**src/rtl/mem_stage_access_unit.sv**
```systemverilog
// ============================================================================
// Module : mem_stage_access_unit
// Brief  : MEM-stage data-memory access sequencer (req/ack, stall, load extract)
// Rev    : 1.0  initial release
// ============================================================================
`default_nettype none

module mem_stage_access_unit #(
  parameter int TIMEOUT_CYCLES = 16,
  parameter int CNT_WIDTH      = 5
) (
  input  logic        Clk,
  input  logic        Rst,
  input  logic        MEMemRead,
  input  logic        MEMemWrite,
  input  logic [1:0]  MEReadDMMux,
  input  logic        MEUnsigned,
  input  logic [31:0] MEResult,
  input  logic [31:0] MERD2,
  output logic        DMReq,
  output logic        DMWe,
  output logic [31:0] DMAddr,
  output logic [3:0]  DMByteEn,
  output logic [31:0] DMWData,
  input  logic        DMAck,
  input  logic [31:0] DMRData,
  output logic        Stall,
  output logic [31:0] MELoadData,
  output logic        MisalignErr,
  output logic        TimeoutErr
);

  localparam logic [1:0] c_st_idle   = 2'd0;
  localparam logic [1:0] c_st_access = 2'd1;
  localparam logic [1:0] c_st_done   = 2'd2;

  localparam logic [1:0] c_sz_half = 2'd1;
  localparam logic [1:0] c_sz_byte = 2'd2;

  localparam logic [CNT_WIDTH-1:0] c_cnt_last = CNT_WIDTH'(TIMEOUT_CYCLES - 1);
  localparam logic [CNT_WIDTH-1:0] c_cnt_one  = CNT_WIDTH'(1);

  generate
    if (TIMEOUT_CYCLES < 1 || TIMEOUT_CYCLES > (2**CNT_WIDTH) - 1) begin : g_param_check
      $error("mem_stage_access_unit: TIMEOUT_CYCLES out of range for CNT_WIDTH");
    end
  endgenerate

  logic [1:0]           r_state;
  logic [1:0]           w_state_nxt;
  logic [CNT_WIDTH-1:0] r_cnt;

  logic [31:0] r_addr;
  logic        r_we;
  logic [3:0]  r_be;
  logic [31:0] r_wdata;
  logic [1:0]  r_size;
  logic        r_unsigned;
  logic [1:0]  r_lane;
  logic [31:0] r_load_data;
  logic        r_misalign_err;
  logic        r_timeout_err;

  logic        w_op;
  logic        w_conflict;
  logic        w_aligned;
  logic        w_accept;
  logic        w_bad;
  logic [3:0]  w_be;
  logic [31:0] w_wdata;
  logic        w_in_idle;
  logic        w_in_access;
  logic        w_latch;
  logic        w_complete;
  logic        w_expire;
  logic [7:0]  w_byte;
  logic [15:0] w_half;
  logic [31:0] w_ldata;

  // Request decode from the EX/MEM register.
  assign w_op       = MEMemRead ^ MEMemWrite;
  assign w_conflict = MEMemRead & MEMemWrite;

  always_comb begin
    w_aligned = 1'b0;
    w_be      = 4'b0000;
    w_wdata   = 32'h0;
    case (MEReadDMMux)
      c_sz_half: begin
        w_aligned = ~MEResult[0];
        w_be      = MEResult[1] ? 4'b1100 : 4'b0011;
        w_wdata   = {2{MERD2[15:0]}};
      end
      c_sz_byte: begin
        w_aligned = 1'b1;
        w_be      = 4'b0001 << MEResult[1:0];
        w_wdata   = {4{MERD2[7:0]}};
      end
      default: begin
        w_aligned = (MEResult[1:0] == 2'b00);
        w_be      = 4'b1111;
        w_wdata   = MERD2;
      end
    endcase
  end

  assign w_accept = w_op & w_aligned;
  assign w_bad    = w_conflict | (w_op & ~w_aligned);

  // State register
  always_ff @(posedge Clk or posedge Rst) begin
    if (Rst) begin
      r_state <= c_st_idle;
    end else begin
      r_state <= w_state_nxt;
    end
  end

  // Next-state logic
  always_comb begin
    w_state_nxt = r_state;
    case (r_state)
      c_st_idle: begin
        if (w_accept) begin
          w_state_nxt = c_st_access;
        end
      end
      c_st_access: begin
        if (DMAck || (r_cnt == c_cnt_last)) begin
          w_state_nxt = c_st_done;
        end
      end
      c_st_done: begin
        w_state_nxt = c_st_idle;
      end
      default: begin
        w_state_nxt = c_st_idle;
      end
    endcase
  end

  // Output logic; Stall is gated by Rst so a held request cannot leak through reset.
  always_comb begin
    w_in_idle   = (r_state == c_st_idle);
    w_in_access = (r_state == c_st_access);
    DMReq       = w_in_access;
    DMWe        = w_in_access & r_we;
    DMByteEn    = w_in_access ? r_be : 4'b0000;
    Stall       = ~Rst & (w_in_access | (w_in_idle & w_accept));
    w_latch     = w_in_idle & w_accept;
    w_complete  = w_in_access & DMAck;
    w_expire    = w_in_access & ~DMAck & (r_cnt == c_cnt_last);
  end

  assign DMAddr      = r_addr;
  assign DMWData     = r_wdata;
  assign MELoadData  = r_load_data;
  assign MisalignErr = r_misalign_err;
  assign TimeoutErr  = r_timeout_err;

  // Load lane extraction uses the address latched at accept time.
  always_comb begin
    w_byte = 8'h00;
    case (r_lane)
      2'd0:    w_byte = DMRData[7:0];
      2'd1:    w_byte = DMRData[15:8];
      2'd2:    w_byte = DMRData[23:16];
      default: w_byte = DMRData[31:24];
    endcase
    w_half  = r_lane[1] ? DMRData[31:16] : DMRData[15:0];
    w_ldata = DMRData;
    case (r_size)
      c_sz_half: w_ldata = {{16{~r_unsigned & w_half[15]}}, w_half};
      c_sz_byte: w_ldata = {{24{~r_unsigned & w_byte[7]}}, w_byte};
      default:   w_ldata = DMRData;
    endcase
  end

  always_ff @(posedge Clk or posedge Rst) begin
    if (Rst) begin
      r_addr     <= 32'h0;
      r_we       <= 1'b0;
      r_be       <= 4'b0000;
      r_wdata    <= 32'h0;
      r_size     <= 2'b00;
      r_unsigned <= 1'b0;
      r_lane     <= 2'b00;
    end else if (w_latch) begin
      r_addr     <= {MEResult[31:2], 2'b00};
      r_we       <= MEMemWrite;
      r_be       <= w_be;
      r_wdata    <= w_wdata;
      r_size     <= MEReadDMMux;
      r_unsigned <= MEUnsigned;
      r_lane     <= MEResult[1:0];
    end
  end

  // Counter runs only while waiting for the ack.
  always_ff @(posedge Clk or posedge Rst) begin
    if (Rst) begin
      r_cnt <= '0;
    end else if (w_in_access && !DMAck && (r_cnt != c_cnt_last)) begin
      r_cnt <= r_cnt + c_cnt_one;
    end else begin
      r_cnt <= '0;
    end
  end

  always_ff @(posedge Clk or posedge Rst) begin
    if (Rst) begin
      r_load_data    <= 32'h0;
      r_misalign_err <= 1'b0;
      r_timeout_err  <= 1'b0;
    end else begin
      r_misalign_err <= w_in_idle & w_bad;
      r_timeout_err  <= w_expire;
      if (w_complete && !r_we) begin
        r_load_data <= w_ldata;
      end else if (w_expire && !r_we) begin
        r_load_data <= 32'h0;
      end
    end
  end

endmodule

`default_nettype wire
```
**config.mk**
```make
export PLATFORM = sky130hd
export DESIGN_NAME = mem_stage_access_unit
export DESIGN_NICKNAME = d
export VERILOG_FILES = /design/src/rtl/mem_stage_access_unit.sv
export SDC_FILE = /design/constraint.sdc
export NUM_CORES = 1
export LEC_CHECK = 0
export ABC_CLOCK_PERIOD_IN_PS = 3600
export BUFFER_PORTS_ARGS = -buffer_cell sky130_fd_sc_hd__buf_2
export CORE_MARGIN = 3
export CORE_UTILIZATION = 49
export DETAILED_ROUTE_END_ITERATION = 8
export HOLD_SLACK_MARGIN = 0.06
export PLACE_DENSITY = 0.91
export REMOVE_ABC_BUFFERS = 1
export SLEW_MARGIN = 20
export SYNTH_ARGS = -nofsm -noshare
export SYNTH_HDL_FRONTEND = slang
export SYNTH_SLANG_ARGS = --single-unit
```
**constraint.sdc**
```tcl
create_clock -name Clk -period 3.6 [get_ports Clk]
set_clock_uncertainty 0.1 [all_clocks]
set_input_delay 0.18 -clock Clk [delete_from_list [all_inputs] [get_ports Clk]]
set_output_delay 0.18 -clock Clk [all_outputs]
set_load 0.01 [all_outputs]
```
==> flow_metrics.tcl, run 1 <==
set metrics [dict create \
    antenna_found_initial 2 \
    drt-initial-drc-count 634 \
    place_area_um2 6530 \
    coreArea_um2 10600 \
    die_x_um 112 \
    crit_chain "dlygate4sd3_1 > buf_2 > inv_1 > ha_1 > o21ai_1 > o311ai_4 > buf_4 > a21oi_1 > buf_2" \
    r2r_cells 4 \
    synthFlopType "dfrtp_1" \
    seq_area_frac_synth_pct 51.7 \
    p_leak_uw 0.00396 \
    gp_congestion 0.855 \
    crit_buf_inv 5 \
    switching_share_pct 39.3 \
    relSlewSlack_pct 27.2 \
    grt_pass1_vias 6189 \
    cp_top_family "buffers and inverters" \
    irDropWorstVdd_uv 566 \
    numCtsBuffers 17 \
    fmax_ghz 0.292 \
    vias_per_cell 6.12 \
    r2r_slack_ps 880 \
    power_frac_seq_pct 35.7 \
    fin_nets 914 \
    instances_no_fill 954 \
    worst_setup_path_end_kind "output port" \
    required_ps 3320 \
    yosys.cell_types.count 45 \
    drcViolationCount 0 \
    fp-row-count 37 \
    final_layout_size_suffix_gt1_share_pct 34.7 \
    synth_area_um2 5470 \
    cp.arrival_ps 3150 \
    stdcell_area_um2 8240 \
    reg2reg_from "r_lane[1]" \
    post-place-cells 809 \
    worstSkewPairLatency_ps 520 \
    maxCapViolCount 0 \
    r2r-end "MELoadData[31]" \
    synth_edf_count 0 \
    synth-seq-cells 113 \
    synth.avg_cell_area_um2 10.9 \
    clock_path_buffers 2 \
    cts.sinks 113 \
    async_reset_ff_share_pct 100 \
    place.port_buffers 206 \
    worst-setup-path-type "in2out" \
    wire_per_inst_um 22.8 \
    status "complete, no violations" \
    finalHoldViolCount 0 \
    io_pins 209 \
    cts_htree_levels 4 \
    grt_pass1_wl_mm 33.7 \
    yosysMostFrequentCell "dfrtp_1" \
    powerDensity_nw_per_um2 790 \
    syn_inst 500 \
    pre_cts_slack_ps 942 \
    cts_tree "done" \
    timing.final.ws_setup_ps 173 \
    antenna_left 0 \
    initial_core_util_pct 51.6 \
    setup_viol 0 \
    slew_violations 0 \
    p_int_uw 3950 \
    area_delta_synth_final_pct 50.7 \
    fin_crit_ps 3430 \
    comb_power_share_pct 38.1 \
    yosys-top-cells-count "dfrtp_1, nand2_1, o21ai_0, a21oi_1, mux2_2" \
    vias 5839 \
    root_buffer "clkbuf_8" \
    cp_max_fo 54 \
    synth.largest_area_cell "dfrtp_1" \
    drt_pass1_iterations 8 \
    grt_overflow 0 \
    synthTopCellsByArea "dfrtp_1, mux2_2, mux2_1" \
    finalCritPeriodShare_pct 95.2 \
    clkPwrFrac_pct 26.2 \
    dp_hpwl_mm 11.5 \
    rsz0062_at_grt "no" \
    hold_path.class "in2async" \
    finalWirelength_mm 21.8 \
    cpMostUsedCell "buf_2" \
    switchingPower_uw 2560 \
    critical-path-max-stage-delay_ps 810 \
    crit_slowest_cell "ha_1" \
    grt_use_total_pct 34.3 \
    grt_max_degree 62 \
    start_kind "input port" \
    yosysTopAreaCellShare_pct 51.7 \
    worst_slew_pin_slew_ps 1090 \
    die_area_um2 12500 \
    path_clk_slew_ps 70 \
    synth_warnings 0 \
    dieHeight_um 112 \
]
[layout by cell type, fill, tap and decap left out, types with 6 or more instances in the layout]
| master | netlist | layout |
|---|---|---|
| o21ai_1 | 16 | 15 |
| mux2_1 | 24 | 24 |
| mux2_2 | 27 | 27 |
| o22ai_1 | 7 | 7 |
| dlygate4sd3_1 | 0 | 111 |
| a21oi_1 | 28 | 28 |
| o21ai_0 | 38 | 38 |
| ha_1 | 7 | 7 |
| a221o_1 | 16 | 16 |
| a211oi_1 | 7 | 7 |
| buf_4 | 4 | 6 |
| buf_2 | 12 | 206 |
| dfrtp_1 | 113 | 113 |
| inv_6 | 0 | 6 |
| nor3b_1 | 11 | 11 |
| a22oi_1 | 16 | 16 |
| nand2b_1 | 18 | 18 |
| a32o_1 | 9 | 9 |
| nor2_1 | 24 | 24 |
| mux2i_1 | 14 | 14 |
| clkbuf_16 | 0 | 16 |
| inv_1 | 10 | 9 |
| nand2_1 | 43 | 43 |
[routing by layer]
layer | GRT usage (%) | vias to the layer above | share of wire [%]
li1 | - | 2409 | -
met1 | 39.6 | 2780 | 35
met2 | 56.2 | 534 | 48
met3 | 10.3 | 116 | 10
met4 | 20.9 | 0 | 6.1
met5 | 0 | - | 0
[logic make-up (layout without fill, tap and decap cells)]
kind of cell,after synthesis,after routing,share of synthesized area [%]
AOI/OAI and AO/OA,145,145,17.9
and+or+nand+nor,116,116,10.6
DFF,113,113,51.7
muxes,66,66,13.3
buffers and inverters,50,365,4.42
adders and majority gates,7,7,1.60
xor gates and xnor gates,2,2,0.320
other,1,4,0.0686
[worst max path at each step]
stage | startpoint | to | slack [ps] | cells past startpoint
floorplan | MEReadDMMux[0] | DMWData[10] | -1690 | 4
global placement | MEReadDMMux[0] | DMAddr[18] | 1050 | 7
detailed placement | r_size[0] | MELoadData[31] | 940 | 5
CTS | MEReadDMMux[0] | Stall | 460 | 9
global route | MEReadDMMux[0] | Stall | 100 | 9
finish | MEReadDMMux[0] | Stall | 170 | 9
[cell type report]
| class | count | area (µm²) |
|---|---|---|
| inverters | 10 | 40.0 |
| well taps | 136 | 170 |
| fillers | 578 | 2370 |
| clock buffers | 19 | 442 |
| clock inverters | 13 | 149 |
| multi-input cells | 338 | 2410 |
| diodes | 2 | 5.00 |
| repair buffers | 323 | 2190 |
| flip-flops and latches | 113 | 2830 |
[timing repair]
action,CTS,global route
buffers inserted,0,0
gates resized for setup,0,0
hold endpoints to repair,172,0
hold buffers,111,0
[power by group through the flow]
stage / Clock, µW / Sequential [µW] / Combinational (µW)
after detailed placement: 0 / 2220 / 2230
final: 1710 / 2320 / 2480
after global routing: 1770 / 2360 / 2640
after global placement: 0 / 2180 / 2140
after floorplan: 0 / 2390 / 1090
after CTS: 1690 / 2230 / 2350
[tightest hold or removal path: cells and delay by family]
kind,cells,cell delay (ps)
buffers and inverters,3,1240
[per-stage QoR]
step                      total power, µW  utilization (%)  hold WS, ps  setup TNS, ps
final                                6510             77.7          264              0
after global routing                 6770             77.7          314              0
after CTS                            6280             77.6          278              0
after detailed placement             4450             61.6          285              0
after global placement               4310             61.6          269              0
after floorplan                      3480                -          150        -119940
[registers in the layout, summed over array words and instances, names as in the netlist, 2 cells and up]
signal	cells
r_be	4
r_state	2
DMWData	32
DMAddr	30
r_cnt	5
MELoadData	32
r_size	2
r_lane	2
Power figures use the tool's default switching activity.
==> inputs of run 2 (changes only) <==
--- a/config.mk
+++ b/config.mk
@@ -7,6 +7,7 @@
 export LEC_CHECK = 0
 export ABC_CLOCK_PERIOD_IN_PS = 3600
 export BUFFER_PORTS_ARGS = -buffer_cell sky130_fd_sc_hd__buf_2
+export CORE_ASPECT_RATIO = 1.4
 export CORE_MARGIN = 3
 export CORE_UTILIZATION = 49
 export DETAILED_ROUTE_END_ITERATION = 8
==> run 2 against run 1 <==
  * Critical path depth is 1 lower
  * Power is 3.7% lower
  * Critical path type unchanged
  * Die area is 0.15% higher
  * Sequential share of layout area is 0.45 points higher
  * Hold slack worse by 180 ps
  * Via count is 8.3% lower
  * Setup slack better by 520 ps
  * Non-clock buffer count is 11 lower
  * Sequential cell count stayed put
  * Cell area is 1.3% lower
  * Global-route usage is 5.4 points lower
==> flow_metrics.tcl, run 2 (synthesis results as in run 1) <==
set metrics [dict create \
    relSlewSlack_pct 40.4 \
    grt_pass1_wl_mm 27.7 \
    drcViolationCount 0 \
    setup_viol 0 \
    critical-path-max-stage-delay_ps 540 \
    p_leak_uw 0.00393 \
    hold_path.class "in2reg" \
    fmax_ghz 0.344 \
    dp_hpwl_mm 11.1 \
    grt_pass1_vias 5556 \
    grt_use_total_pct 28.9 \
    coreArea_um2 10900 \
    stdcell_area_um2 8130 \
    worstSkewPairLatency_ps 400 \
    instances_no_fill 946 \
    r2r_cells 6 \
    cts_htree_levels 4 \
    reg2reg_from "r_size[0]" \
    postCtsSetupRepairBufs 0 \
    antenna_found_initial 0 \
    io_pins 209 \
    pre_cts_slack_ps 1190 \
    crit_slowest_cell "dlygate4sd3_1" \
    final_common_cell "buf_2" \
    area_delta_synth_final_pct 48.7 \
    wire_per_inst_um 18.7 \
    cts_tree "done" \
    grt_overflow 0 \
    hold-path-cell-count 3 \
    r2r_slack_ps 1070 \
    fp-row-count 45 \
    dieHeight_um 131 \
    finalWirelength_mm 17.7 \
    path_clk_slew_ps 60 \
    utilization_pct 74.8 \
    diodes 0 \
    maxCapViolCount 0 \
    drt-initial-drc-count 370 \
    gp_congestion 0.843 \
    vias 5356 \
    root_buffer "clkbuf_16" \
    fin_crit_ps 2910 \
    die_x_um 95.3 \
    r2r-end "MELoadData[16]" \
    crit_chain "dlygate4sd3_1 > buf_2 > ha_1 > nor2b_1 > o311ai_4 > buf_12 > a21oi_1 > buf_2" \
    post-place-cells 818 \
    antenna_left 0 \
    fillers 663 \
    hold_end "MELoadData[15]" \
    worst-setup-path-type "in2out" \
    final_layout_size_suffix_gt1_share_pct 35.7 \
    rsz0062_at_grt "no" \
    min_from "DMRData[15]" \
    die_area_um2 12500 \
    final_cell_mix "buf_2, dfrtp_1, dlygate4sd3_1" \
    worst_slew_pin_slew_ps 893 \
    vias_per_cell 5.66 \
    finalHoldViolCount 0 \
    initial_core_util_pct 50.3 \
    cpMostUsedCell "buf_2" \
    status "complete, no violations" \
    slew_violations 0 \
    drt_pass1_iterations 5 \
    cts.sinks 113 \
    report.power.total_uw 6270 \
    worst_setup_path_end_kind "output port" \
    finalCritPeriodShare_pct 80.8 \
    numCtsBuffers 17 \
    irDropWorstVdd_uv 492 \
    cp.arrival_ps 2630 \
    place_area_um2 6580 \
    timing.final.ws_setup_ps 690 \
    required_ps 3320 \
    fin_nets 903 \
    grt_max_degree 100 \
    place.port_buffers 206 \
    clock_path_buffers 2 \
    powerDensity_nw_per_um2 771 \
    start_kind "input port" \
    cp_max_fo 99 \
]
## run 2: worst max-delay path, delay by kind of cell
kind            cells  cell delay [ps]
buf+inv             4             1230
compound gates      2              520
fa+ha+maj           1              380
simple gates        1              260
## run 2: repair_timing
action / 4_1_cts / 5_1_grt
hold buffers: 96 / 0
resized for setup: 0 / 0
endpoints found under the hold margin: 162 / 0
## run 2: area by class of cell
| class | instances | area, µm² | share of cell area (%) |
|---|---|---|---|
| Multi-Input combinational cell | 338 | 2410 | 29.7 |
| Clock inverter | 13 | 136 | 1.68 |
| Tap cell | 141 | 176 | 2.17 |
| Clock buffer | 19 | 453 | 5.57 |
| Inverter | 10 | 40.0 | 0.493 |
| Timing Repair Buffer | 312 | 2080 | 25.6 |
| Sequential cell | 113 | 2830 | 34.8 |
## run 2: worst max-delay path by stage
stage / start / slack (ps) / endpoint / cells past startpoint
floorplan: MEReadDMMux[0] / -1690 / DMWData[10] / 4
global placement: MEReadDMMux[1] / 1280 / DMAddr[8] / 7
detailed placement: r_size[0] / 1190 / MELoadData[22] / 6
CTS: MEReadDMMux[0] / 720 / Stall / 8
global route: MEReadDMMux[1] / 520 / Stall / 9
finish: MEReadDMMux[0] / 690 / Stall / 8
## run 2: metrics by stage
stage | hold WS, ps | setup TNS, ps
floorplan | 150 | -119940
global placement | 286 | 0
detailed placement | 303 | 0
CTS | 61.2 | 0
global route | 80.8 | 0
finish | 81.8 | 0
## run 2: metal layers
metal | global-route usage [%] | share of wire [%] | routed length (µm)
met5 | 0 | 0 | 0
met2 | 50.8 | 52 | 9210
met4 | 15.0 | 4.4 | 777
met1 | 31.4 | 35 | 6120
met3 | 8.25 | 9.0 | 1600
## run 2: where the power goes
| part | internal, µW | switching, µW | total [µW] |
|---|---|---|---|
| combinational | 1090 | 1350 | 2450 |
| sequential | 1820 | 344 | 2160 |
| clock | 1050 | 603 | 1660 |
